### config.mk
export PLATFORM = sky130hd
export DESIGN_NAME = ex_mem_skid_reg_flat
export DESIGN_NICKNAME = d
export VERILOG_FILES = /design/src/rtl/ex_mem_skid_reg_if.sv /design/src/rtl/ex_mem_skid_reg.sv /design/src/flat_wrapper.sv
export SDC_FILE = /design/constraint.sdc
export NUM_CORES = 1
export LEC_CHECK = 0
export CORE_ASPECT_RATIO = 0.7
export CORE_MARGIN = 2
export CORE_UTILIZATION = 51
export DETAILED_ROUTE_END_ITERATION = 16
export MAX_ROUTING_LAYER = met4
export PLACE_DENSITY = 0.9
export SETUP_SLACK_MARGIN = 0.3
export SYNTH_ARGS = -nofsm -noshare
export SYNTH_HDL_FRONTEND = slang
export SYNTH_SLANG_ARGS = --single-unit
### constraint.sdc
create_clock -name i_clk -period 2.8 [get_ports i_clk]
set_input_delay 0.7 -clock i_clk [delete_from_list [all_inputs] [get_ports i_clk]]
set_output_delay 0.7 -clock i_clk [all_outputs]
set_load 0.005 [all_outputs]
### src/rtl/ex_mem_skid_reg_if.sv
// Valid/ready instruction channel between pipeline stages.
// The EX side uses the slave modport, the MEM side the master modport.
interface ex_mem_skid_reg_if #(
  parameter int NBITS  = 32,
  parameter int RBITS  = 5,
  parameter int SZBITS = 5
);
  logic              valid;
  logic              ready;
  logic [NBITS-1:0]  result;
  logic [NBITS-1:0]  rt;
  logic [RBITS-1:0]  rd;
  logic              memtoreg;
  logic              memread;
  logic              memwrite;
  logic              regwrite;
  logic [SZBITS-1:0] sizecontrol;

  modport master (
    output valid, result, rt, rd, memtoreg, memread, memwrite, regwrite, sizecontrol,
    input  ready
  );

  modport slave (
    input  valid, result, rt, rd, memtoreg, memread, memwrite, regwrite, sizecontrol,
    output ready
  );
endinterface

### src/rtl/ex_mem_skid_reg.sv
// EX/MEM stage register with a 2-entry skid buffer, flush and a saturating stall counter.
//   state | meaning
//   EMPTY | nothing held, MEM sees a bubble
//   ONE   | main entry valid and driving MEM
//   FULL  | main and skid valid, EX is back-pressured
module ex_mem_skid_reg #(
  parameter int NBITS   = 32,
  parameter int RBITS   = 5,
  parameter int SZBITS  = 5,
  parameter int CNTBITS = 16
) (
  input  logic                i_clk,
  input  logic                i_rst,
  input  logic                i_flush,
  input  logic                i_clr_cnt,
  ex_mem_skid_reg_if.slave    ex,
  ex_mem_skid_reg_if.master   mem,
  output logic [CNTBITS-1:0]  o_stall_cnt
);

  typedef enum logic [1:0] {
    EMPTY = 2'd0,
    ONE   = 2'd1,
    FULL  = 2'd2
  } state_t;

  // ctrl = {memtoreg, memread, memwrite, regwrite}
  typedef struct packed {
    logic [NBITS-1:0]  result;
    logic [NBITS-1:0]  rt;
    logic [RBITS-1:0]  rd;
    logic [SZBITS-1:0] sizecontrol;
    logic [3:0]        ctrl;
  } entry_t;

  state_t               state_q, state_d;
  entry_t               main_q, main_d;
  entry_t               skid_q, skid_d;
  logic [CNTBITS-1:0]   cnt_q, cnt_d;

  entry_t ex_entry;
  logic   ex_ready;
  logic   mem_valid;
  logic   accept;
  logic   consume;

  // Handshake outputs are decoded from state only, so EX_ready has no path from MEM_ready.
  assign ex_ready  = (state_q != FULL);
  assign mem_valid = (state_q != EMPTY);
  assign accept    = ex.valid & ex_ready;
  assign consume   = mem_valid & mem.ready;

  always_comb begin
    ex_entry             = '0;
    ex_entry.result      = ex.result;
    ex_entry.rt          = ex.rt;
    ex_entry.rd          = ex.rd;
    ex_entry.sizecontrol = ex.sizecontrol;
    ex_entry.ctrl        = {ex.memtoreg, ex.memread, ex.memwrite, ex.regwrite};
  end

  always_comb begin
    state_d = state_q;
    main_d  = main_q;
    skid_d  = skid_q;

    case (state_q)
      EMPTY: begin
        if (accept) begin
          state_d = ONE;
          main_d  = ex_entry;
        end
      end
      ONE: begin
        if (accept && !consume) begin
          state_d = FULL;
          skid_d  = ex_entry;
        end else if (accept && consume) begin
          main_d  = ex_entry;
        end else if (consume) begin
          state_d = EMPTY;
        end
      end
      FULL: begin
        if (consume) begin
          state_d = ONE;
          main_d  = skid_q;
        end
      end
      default: begin
        state_d = EMPTY;
      end
    endcase

    // Flush drops everything, including a same-cycle accept; data fields keep their value.
    if (i_flush) begin
      state_d     = EMPTY;
      main_d      = main_q;
      skid_d      = skid_q;
      main_d.ctrl = '0;
      skid_d.ctrl = '0;
    end
  end

  always_comb begin
    cnt_d = cnt_q;
    if (i_clr_cnt) begin
      cnt_d = '0;
    end else if (mem_valid && !mem.ready && (cnt_q != {CNTBITS{1'b1}})) begin
      cnt_d = cnt_q + 1'b1;
    end
  end

  always_ff @(posedge i_clk or negedge i_rst) begin
    if (!i_rst) begin
      state_q <= EMPTY;
      main_q  <= '0;
      skid_q  <= '0;
      cnt_q   <= '0;
    end else begin
      state_q <= state_d;
      main_q  <= main_d;
      skid_q  <= skid_d;
      cnt_q   <= cnt_d;
    end
  end

  assign ex.ready        = ex_ready;
  assign mem.valid       = mem_valid;
  assign mem.result      = main_q.result;
  assign mem.rt          = main_q.rt;
  assign mem.rd          = main_q.rd;
  assign mem.sizecontrol = main_q.sizecontrol;
  // Control bits are gated so a bubble can never write memory or the register file.
  assign mem.memtoreg    = main_q.ctrl[3] & mem_valid;
  assign mem.memread     = main_q.ctrl[2] & mem_valid;
  assign mem.memwrite    = main_q.ctrl[1] & mem_valid;
  assign mem.regwrite    = main_q.ctrl[0] & mem_valid;
  assign o_stall_cnt     = cnt_q;

endmodule

### src/flat_wrapper.sv
// flat-port wrapper written by rule: the top's interface ports become plain ports
module ex_mem_skid_reg_flat 
#(
  parameter int NBITS   = 32,
  parameter int RBITS   = 5,
  parameter int SZBITS  = 5,
  parameter int CNTBITS = 16
)
  (i_clk, i_rst, i_flush, i_clr_cnt, o_stall_cnt, ex_valid, ex_result, ex_rt, ex_rd, ex_memtoreg, ex_memread, ex_memwrite, ex_regwrite, ex_sizecontrol, ex_ready, mem_valid, mem_result, mem_rt, mem_rd, mem_memtoreg, mem_memread, mem_memwrite, mem_regwrite, mem_sizecontrol, mem_ready);
  ex_mem_skid_reg_if #(.NBITS(NBITS), .RBITS(RBITS), .SZBITS(SZBITS)) ex_i ();
  ex_mem_skid_reg_if #(.NBITS(NBITS), .RBITS(RBITS), .SZBITS(SZBITS)) mem_i ();
  input  logic i_clk;
  input  logic i_rst;
  input  logic i_flush;
  input  logic i_clr_cnt;
  output logic [CNTBITS-1:0] o_stall_cnt;
  input wire logic [$bits(ex_i.valid)-1:0] ex_valid;
  input wire logic [$bits(ex_i.result)-1:0] ex_result;
  input wire logic [$bits(ex_i.rt)-1:0] ex_rt;
  input wire logic [$bits(ex_i.rd)-1:0] ex_rd;
  input wire logic [$bits(ex_i.memtoreg)-1:0] ex_memtoreg;
  input wire logic [$bits(ex_i.memread)-1:0] ex_memread;
  input wire logic [$bits(ex_i.memwrite)-1:0] ex_memwrite;
  input wire logic [$bits(ex_i.regwrite)-1:0] ex_regwrite;
  input wire logic [$bits(ex_i.sizecontrol)-1:0] ex_sizecontrol;
  output wire logic [$bits(ex_i.ready)-1:0] ex_ready;
  output wire logic [$bits(mem_i.valid)-1:0] mem_valid;
  output wire logic [$bits(mem_i.result)-1:0] mem_result;
  output wire logic [$bits(mem_i.rt)-1:0] mem_rt;
  output wire logic [$bits(mem_i.rd)-1:0] mem_rd;
  output wire logic [$bits(mem_i.memtoreg)-1:0] mem_memtoreg;
  output wire logic [$bits(mem_i.memread)-1:0] mem_memread;
  output wire logic [$bits(mem_i.memwrite)-1:0] mem_memwrite;
  output wire logic [$bits(mem_i.regwrite)-1:0] mem_regwrite;
  output wire logic [$bits(mem_i.sizecontrol)-1:0] mem_sizecontrol;
  input wire logic [$bits(mem_i.ready)-1:0] mem_ready;
  assign ex_i.valid = ex_valid;
  assign ex_i.result = ex_result;
  assign ex_i.rt = ex_rt;
  assign ex_i.rd = ex_rd;
  assign ex_i.memtoreg = ex_memtoreg;
  assign ex_i.memread = ex_memread;
  assign ex_i.memwrite = ex_memwrite;
  assign ex_i.regwrite = ex_regwrite;
  assign ex_i.sizecontrol = ex_sizecontrol;
  assign ex_ready = ex_i.ready;
  assign mem_valid = mem_i.valid;
  assign mem_result = mem_i.result;
  assign mem_rt = mem_i.rt;
  assign mem_rd = mem_i.rd;
  assign mem_memtoreg = mem_i.memtoreg;
  assign mem_memread = mem_i.memread;
  assign mem_memwrite = mem_i.memwrite;
  assign mem_regwrite = mem_i.regwrite;
  assign mem_sizecontrol = mem_i.sizecontrol;
  assign mem_i.ready = mem_ready;
  ex_mem_skid_reg #(.NBITS(NBITS), .RBITS(RBITS), .SZBITS(SZBITS), .CNTBITS(CNTBITS)) u_core (.i_clk(i_clk), .i_rst(i_rst), .i_flush(i_flush), .i_clr_cnt(i_clr_cnt), .ex(ex_i), .mem(mem_i), .o_stall_cnt(o_stall_cnt));
endmodule
==> results_dict.tcl, run 1 <==
set metrics [dict create \
    syn2layout_area_growth_pct 27.2 \
    mappedNetlistArea_um2 8220 \
    run_status "completed" \
    drt_iter0_drc 316 \
    globalRouteMet1Util_pct 30.7 \
    chipWidth_um 156 \
    met2_usage_pct 36.7 \
    grt_use_met3_pct 5.39 \
    floorplan.die.height_um 110 \
    start_util_pct 52.6 \
    drt.antenna.violating_nets 0 \
    yosys_most_used_dff "sky130_fd_sc_hd__dfrtp_1" \
    antenna_found_initial 0 \
    hold_path_class "in2async" \
    transition_time_at_the_pin_with_the_least_slew_margin_ps 668 \
    hpwlAfterDp_um 12500 \
    fillerInstances 1127 \
    area.sequential_um2 4360 \
    netSwitchingPower_mw 1.82 \
    critical_path.max_fanout 7 \
    worstPathRequired_ps 2100 \
    floorplan.core_area_um2 15600 \
    power.density_nw_per_um2 688 \
    p_int_mw 5.38 \
    clock_latency_ps 420 \
    rsz0062_at_grt "no" \
    post_route_cells_drive_above_1_share_pct 8.51 \
    path_class "reg2out" \
    syn_area_per_cell_um2 11.6 \
    synthesis.nets 794 \
    ys_ff_latch 174 \
    row_count 38 \
    proportion_of_power_drawn_by_combinational_gates_pct 17.8 \
    critical-path-slowest-cell "sky130_fd_sc_hd__clkdlybuf4s50_1" \
    timing.final.max_slew_violations 0 \
    seq_area_frac_synth_pct 53.0 \
    number_of_design_rule_violations_left_after_detail_routing 0 \
    firstDrtPassIters 5 \
    slowest_delay_ps 530 \
    buffer_ports.inserted 179 \
    timing.final.crit_share_pct 85.2 \
    num_antenna_cells 0 \
    tritoncts "yes" \
    gp_routability_congestion 0.932 \
    cts_num_sinks 174 \
    finalCoreUtilization_pct 66.9 \
    asyncSetResetFlopFracSynth_pct 100 \
    grt_pass1_wl_um 30000 \
    synthCells 709 \
    number_of_global_route_vias_before_repair 5788 \
    vias_per_cell 5.70 \
    grtUsageTotal_pct 23.2 \
    remaining_global_route_overflow 0 \
    tritoncts.num_buffers 17 \
    clkSlewWorstSetupHoldPaths_ps 70 \
    switching_share_pct 25.3 \
    relSlewSlack_pct 55.4 \
    multi_input_comb_area_um2 3130 \
    grt_max_degree 81 \
    clockBufferDepth 2 \
    ctsHtreeMaxLevel 4 \
    fmax_mhz 419 \
    num_vias 5832 \
    clock_power_share_pct 36.5 \
    synth_enable_flop_cells 0 \
    ys_types 40 \
    static-leakage-power_nw 4.20 \
    worst_ep_arrival_time_ps 1690 \
    end_kind "output port" \
    die-area_um2 17200 \
    maxCapViolCount 0 \
    post-layout-total-power_mw 7.20 \
    finalClockSkew_ps 7.34 \
    vdd_ir_drop_max_uv 407 \
    sequentialPowerShare_pct 45.8 \
    startpoint_type "flop" \
    report.final.setup_viol 0 \
    setup_ws_ps 414 \
    detail_route.wl_per_cell_um 18.4 \
    post-place-ws_ps 152 \
    io_pins 180 \
    crit_chain "nor2_4 > nor2b_1 > clkdlybuf4s50_1" \
    final-hold-violation-count 0 \
    grt_busiest_layer "met2" \
    number_of_setup_buffers_added_after_cts 0 \
    cts-root-buf "sky130_fd_sc_hd__clkbuf_16" \
    finalWorstPathRequiredPeriod_ps 2390 \
    final_net_count 895 \
    synth.yosys.warnings 0 \
    final_tns_setup_ps 0 \
    routed_wl_um 18800 \
]
==> power by group through the flow <==
stage / clock, mW / combinational [mW] / sequential (mW)
2_1_floorplan: 0 / 0.819 / 3.23
3_3_place_gp: 0 / 1.23 / 3.30
3_5_place_dp: 0 / 1.29 / 3.33
4_1_cts: 2.67 / 1.30 / 3.29
5_1_grt: 2.80 / 1.41 / 3.35
6_report: 2.63 / 1.28 / 3.29
==> repair_timing <==
action | in CTS | in global routing
hold buffers | 0 | 0
resized for setup | 3 | 0
setup endpoints to repair | 5 | 0
==> Yosys cell counts (2+ instances only) <==
cell type,n,area (um2)
sky130_fd_sc_hd__dfrtp_1,174,4350
sky130_fd_sc_hd__mux2_1,76,856
sky130_fd_sc_hd__nand3_1,5,25.0
sky130_fd_sc_hd__nand2_1,11,41.3
sky130_fd_sc_hd__nand4_1,5,31.3
sky130_fd_sc_hd__buf_4,81,608
sky130_fd_sc_hd__o31ai_1,3,22.5
sky130_fd_sc_hd__buf_1,6,22.5
sky130_fd_sc_hd__nor2_1,15,56.3
sky130_fd_sc_hd__a21oi_1,9,45.0
sky130_fd_sc_hd__nor3_1,4,20.0
sky130_fd_sc_hd__o21ai_1,96,480
sky130_fd_sc_hd__clkbuf_1,20,75.1
sky130_fd_sc_hd__nor2b_1,10,62.6
sky130_fd_sc_hd__nor4_1,4,25.0
sky130_fd_sc_hd__mux2_2,4,45.0
sky130_fd_sc_hd__or3_1,4,25.0
sky130_fd_sc_hd__or4_1,4,30.0
sky130_fd_sc_hd__mux2i_1,85,851
sky130_fd_sc_hd__inv_1,4,15.0
sky130_fd_sc_hd__a2bb2oi_1,2,17.5
sky130_fd_sc_hd__buf_2,12,60.1
sky130_fd_sc_hd__o21ai_0,57,285
sky130_fd_sc_hd__and4_1,2,17.5
==> final timing paths <==
| kind | start | end | slack (ps) | depth (start not counted) |
|---|---|---|---|---|
| min in group i_clk | u_core.skid_q[48]$_DFFE_PN0P_ | u_core.skid_q[48]$_DFFE_PN0P_ | 490 | 1 |
| hold reg to reg | u_core.skid_q[48]$_DFFE_PN0P_ | u_core.skid_q[48]$_DFFE_PN0P_ | 490 | 1 |
| setup / recovery | u_core.state_q[1]$_DFFE_PN0P_ | mem_memread | 410 | 3 |
| setup reg to reg | u_core.o_stall_cnt[0]$_DFFE_PN0P_ | u_core.o_stall_cnt[14]$_DFFE_PN0P_ | 640 | 5 |
| max in group asynchronous | i_rst | u_core.mem.rt[10]$_DFFE_PN0P_ | 1810 | 2 |
| hold / removal | i_rst | u_core.mem.result[4]$_DFFE_PN0P_ | 270 | 1 |
==> registers in the layout (all words and copies together) (netlist names) <==
register                cells
u_core.mem.sizecontrol      5
u_core.mem.rd               5
u_core.mem.result          32
u_core.main_q               4
u_core.skid_q              78
u_core.state_q              2
u_core.mem.rt              32
u_core.o_stall_cnt         16
==> metal layers <==
| layer | vias to the layer above | part of all wire [%] |
|---|---|---|
| met3 | 19 | 6.5 |
| met4 | 0 | 1.2 |
| met1 | 2927 | 45 |
| met2 | 217 | 47 |
| li1 | 2669 | - |
| met5 | - | 0 |
==> critical path: cells and delay by family, from the launching register on <==
family	cells	cell delay, ps
flip-flops	1	520
buffers and inverters	1	530
AND/OR/NAND/NOR	2	220
==> placed cells by master (no fill, tap or decap), types with 3 or more instances in the layout <==
cell type / count
sky130_fd_sc_hd__nor2_1: 14
sky130_fd_sc_hd__clkbuf_16: 17
sky130_fd_sc_hd__mux2_2: 4
sky130_fd_sc_hd__mux2i_1: 85
sky130_fd_sc_hd__buf_4: 14
sky130_fd_sc_hd__or3_1: 4
sky130_fd_sc_hd__nand3_1: 5
sky130_fd_sc_hd__mux2_1: 76
sky130_fd_sc_hd__clkbuf_8: 3
sky130_fd_sc_hd__bufinv_16: 4
sky130_fd_sc_hd__o21ai_1: 96
sky130_fd_sc_hd__dfrtp_1: 173
sky130_fd_sc_hd__o21ai_0: 57
sky130_fd_sc_hd__inv_1: 4
sky130_fd_sc_hd__nand2_1: 11
sky130_fd_sc_hd__or4_1: 4
sky130_fd_sc_hd__clkdlybuf4s50_1: 177
sky130_fd_sc_hd__a21oi_1: 9
sky130_fd_sc_hd__inv_6: 5
sky130_fd_sc_hd__buf_12: 8
sky130_fd_sc_hd__nor4_1: 4
sky130_fd_sc_hd__nor3_1: 4
sky130_fd_sc_hd__o31ai_1: 3
sky130_fd_sc_hd__nor2b_1: 8
sky130_fd_sc_hd__nand4_1: 5
==> kinds of logic (layout without fill, tap and decap cells) <==
| family | count (synthesis) | count (layout) | share of synthesized area (%) |
|---|---|---|---|
| AO/OA/AOI/OAI | 177 | 177 | 11.5 |
| XOR/XNOR | 1 | 1 | 0.107 |
| adder cells (fa/ha/maj) | 1 | 1 | 0.152 |
| buffers and inverters | 123 | 237 | 9.50 |
| flip-flops | 174 | 174 | 53.0 |
| multiplexers | 165 | 165 | 21.3 |
| AND/OR/NAND/NOR | 68 | 68 | 4.51 |
==> layout make-up <==
class,count,share of cell area [%]
Clock inverter,12,1.84
Timing Repair Buffer,201,19.6
Clock buffer,20,4.46
Tap cell,200,2.39
Multi-Input combinational cell,412,29.9
Inverter,4,0.144
Sequential cell,174,41.6
==> stage by stage <==
step                      hold WS, ps  cells  cell area (um2)
after floorplan                   404    709             8220
after global placement            466    991             9790
after detailed placement          475    991             9790
after CTS                         292   1023            10500
after global routing              310   1023            10500
final                             266   1023            10500
No activity file was read; power rests on OpenSTA's default activity.
==> run 2: changes to the inputs <==
CORE_MARGIN = 5   (was 2)
==> run 2 against run 1 <==
  * Cell area is 1.3% lower
  * Fmax is 0.20% lower
  * Critical path depth stayed put
  * Clock skew is 4.0 ps higher
  * Flip-flop and latch count stayed put
  * Via count is 1.1% lower
  * Sequential power hardly changed
  * Setup slack worse by 4.8 ps
  * Clock power is 17% lower
  * Register-to-register slack worse by 70 ps
  * Critical endpoint is now mem_memwrite
==> results_dict.tcl, run 2 (synthesis results as in run 1) <==
set metrics [dict create \
    vias_per_cell 5.65 \
    power.density_nw_per_um2 653 \
    timing.final.max_slew_violations 0 \
    static-leakage-power_nw 4.11 \
    buffer_ports.inserted 179 \
    firstDrtPassIters 5 \
    cts-root-buf "sky130_fd_sc_hd__clkbuf_16" \
    largest_register_ff_count 78 \
    worstPathRequired_ps 2100 \
    run_status "completed" \
    hold_path_class "in2async" \
    ctsHoldBuffers 0 \
    critical_path.max_fanout 7 \
    tritoncts "yes" \
    maxCapViolCount 0 \
    post_route_cells_drive_above_1_share_pct 8.06 \
    num_vias 5766 \
    grt_pass1_wl_um 30700 \
    worst_ep_arrival_time_ps 1690 \
    end_kind "output port" \
    routed_wl_um 19100 \
    transition_time_at_the_pin_with_the_least_slew_margin_ps 709 \
    io_pins 180 \
    highest_count_cells_in_the_layout_ignoring_fill_and_taps "sky130_fd_sc_hd__clkdlybuf4s50_1 (177), sky130_fd_sc_hd__dfrtp_1 (172), sky130_fd_sc_hd__o21ai_1 (96)" \
    timing.rr.end "u_core.o_stall_cnt[14]$_DFFE_PN0P_" \
    syn2layout_area_growth_pct 25.5 \
    drt.antenna.violating_nets 0 \
    antenna_found_initial 1 \
    worst_r2r_path_depth 5 \
    clockBufferDepth 2 \
    post-place-cells 988 \
    number_of_design_rule_violations_left_after_detail_routing 0 \
    cpLargestDelayFamily "buffers and inverters" \
    tritoncts.num_buffers 17 \
    final_common_cell "sky130_fd_sc_hd__clkdlybuf4s50_1" \
    die-area_um2 18800 \
    critical_path.endpoint "mem_memwrite" \
    r2r_start "u_core.o_stall_cnt[0]$_DFFE_PN0P_" \
    crit_chain "nor2_4 > nor2b_1 > clkdlybuf4s50_1" \
    critical-path-slowest-cell "sky130_fd_sc_hd__clkdlybuf4s50_1" \
    floorplan.die.height_um 116 \
    cts_num_sinks 174 \
    start_util_pct 52.6 \
    relSlewSlack_pct 52.3 \
    post-layout-total-power_mw 6.74 \
    grtUsageTotal_pct 21.2 \
    rsz0062_at_grt "no" \
    rrSetupSlack_ps 570 \
    report.final.setup_viol 0 \
    vdd_ir_drop_max_uv 369 \
    number_of_setup_buffers_added_after_cts 0 \
    chipWidth_um 162 \
    path_class "reg2out" \
    gp_routability_congestion 0.953 \
    startpoint_type "flop" \
    final-hold-violation-count 0 \
    cp.buffers_inverters 1 \
    clkSlewWorstSetupHoldPaths_ps 70 \
    grt_max_degree 81 \
    floorplan.core_area_um2 15600 \
    detail_route.wl_per_cell_um 18.8 \
    drt_iter0_drc 360 \
    number_of_global_route_vias_before_repair 5825 \
    slowest_delay_ps 530 \
    finalWorstPathRequiredPeriod_ps 2390 \
    path_depth 3 \
    crit_path_start "u_core.state_q[0]$_DFFE_PN0P_" \
    hpwlAfterDp_um 12700 \
    fmax_mhz 418 \
    final_net_count 892 \
    ctsHtreeMaxLevel 4 \
    finalClockSkew_ps 11.4 \
    instances_no_fill 1020 \
    row_count 38 \
    remaining_global_route_overflow 0 \
    final_tns_setup_ps 0 \
    top_register "u_core.skid_q" \
    clock_latency_ps 420 \
    timing.final.crit_share_pct 85.4 \
]
## run 2: cell count changes in the layout (fill, tap and decap cells not counted), sizes merged
cell      delta
buf          -3
bufinv       -4
clkbuf       -2
clkinv       +2
clkinvlp     +5
diode        +1
inv          -2
## run 2: how the worst min path moves through the flow
stage | endpoint | slack [ps] | cells after the start
finish | u_core.mem.result[6]$_DFFE_PN0P_ | 210 | 1
floorplan | u_core.main_q[0]$_DFFE_PN0P_ | 400 | 0
detailed placement | u_core.skid_q[31]$_DFFE_PN0P_ | 470 | 1
global placement | u_core.skid_q[41]$_DFFE_PN0P_ | 470 | 1
global route | u_core.mem.result[4]$_DFFE_PN0P_ | 220 | 1
CTS | u_core.mem.result[6]$_DFFE_PN0P_ | 210 | 1
## run 2: stage by stage
| stage | worst slack (ps) | area, um2 | util, % | hold WS, ps |
|---|---|---|---|---|
| 2_1_floorplan | 663 | 8220 | - | 404 |
| 3_3_place_gp | 185 | 9770 | 62.4 | 466 |
| 3_5_place_dp | 176 | 9770 | 62.4 | 475 |
| 4_1_cts | 334 | 10300 | 65.9 | 206 |
| 5_1_grt | 298 | 10300 | 66.0 | 219 |
| 6_report | 409 | 10300 | 66.0 | 211 |
## run 2: cell type report
type / count / area (um2)
fill: 1191 / 5320
sequential: 174 / 4360
multi-input combinational: 412 / 3130
timing repair buffer: 198 / 2030
clock buffer: 18 / 429
tap: 200 / 250
clock inverter: 13 / 109
inverter: 4 / 15.0
antenna: 1 / 2.50
## run 2: routing by layer
metal	up-vias	routed length (um)	GRT usage, %
met5	-	0	-
met1	2855	8670	28.2
met2	220	8710	31.9
met4	0	450	7.61
li1	2656	-	-
met3	35	1320	5.33
## run 2: report_power, final
part,internal [mW],switching (mW),leakage (nW)
clock,1.15,1.03,0.249
sequential,3.02,0.275,2.18
combinational,0.766,0.502,1.68
total,4.94,1.80,4.11
## run 2: what timing repair did
action,in CTS,in global routing
pin swaps,0,0
endpoints found under the setup margin,5,3
gates resized for setup,2,2
==> run 3: changes to the inputs <==
HOLD_SLACK_MARGIN = 0.06   (was default)
==> results of run 3 <==
The final DEF is identical to that of run 2; final timing and power are the same.
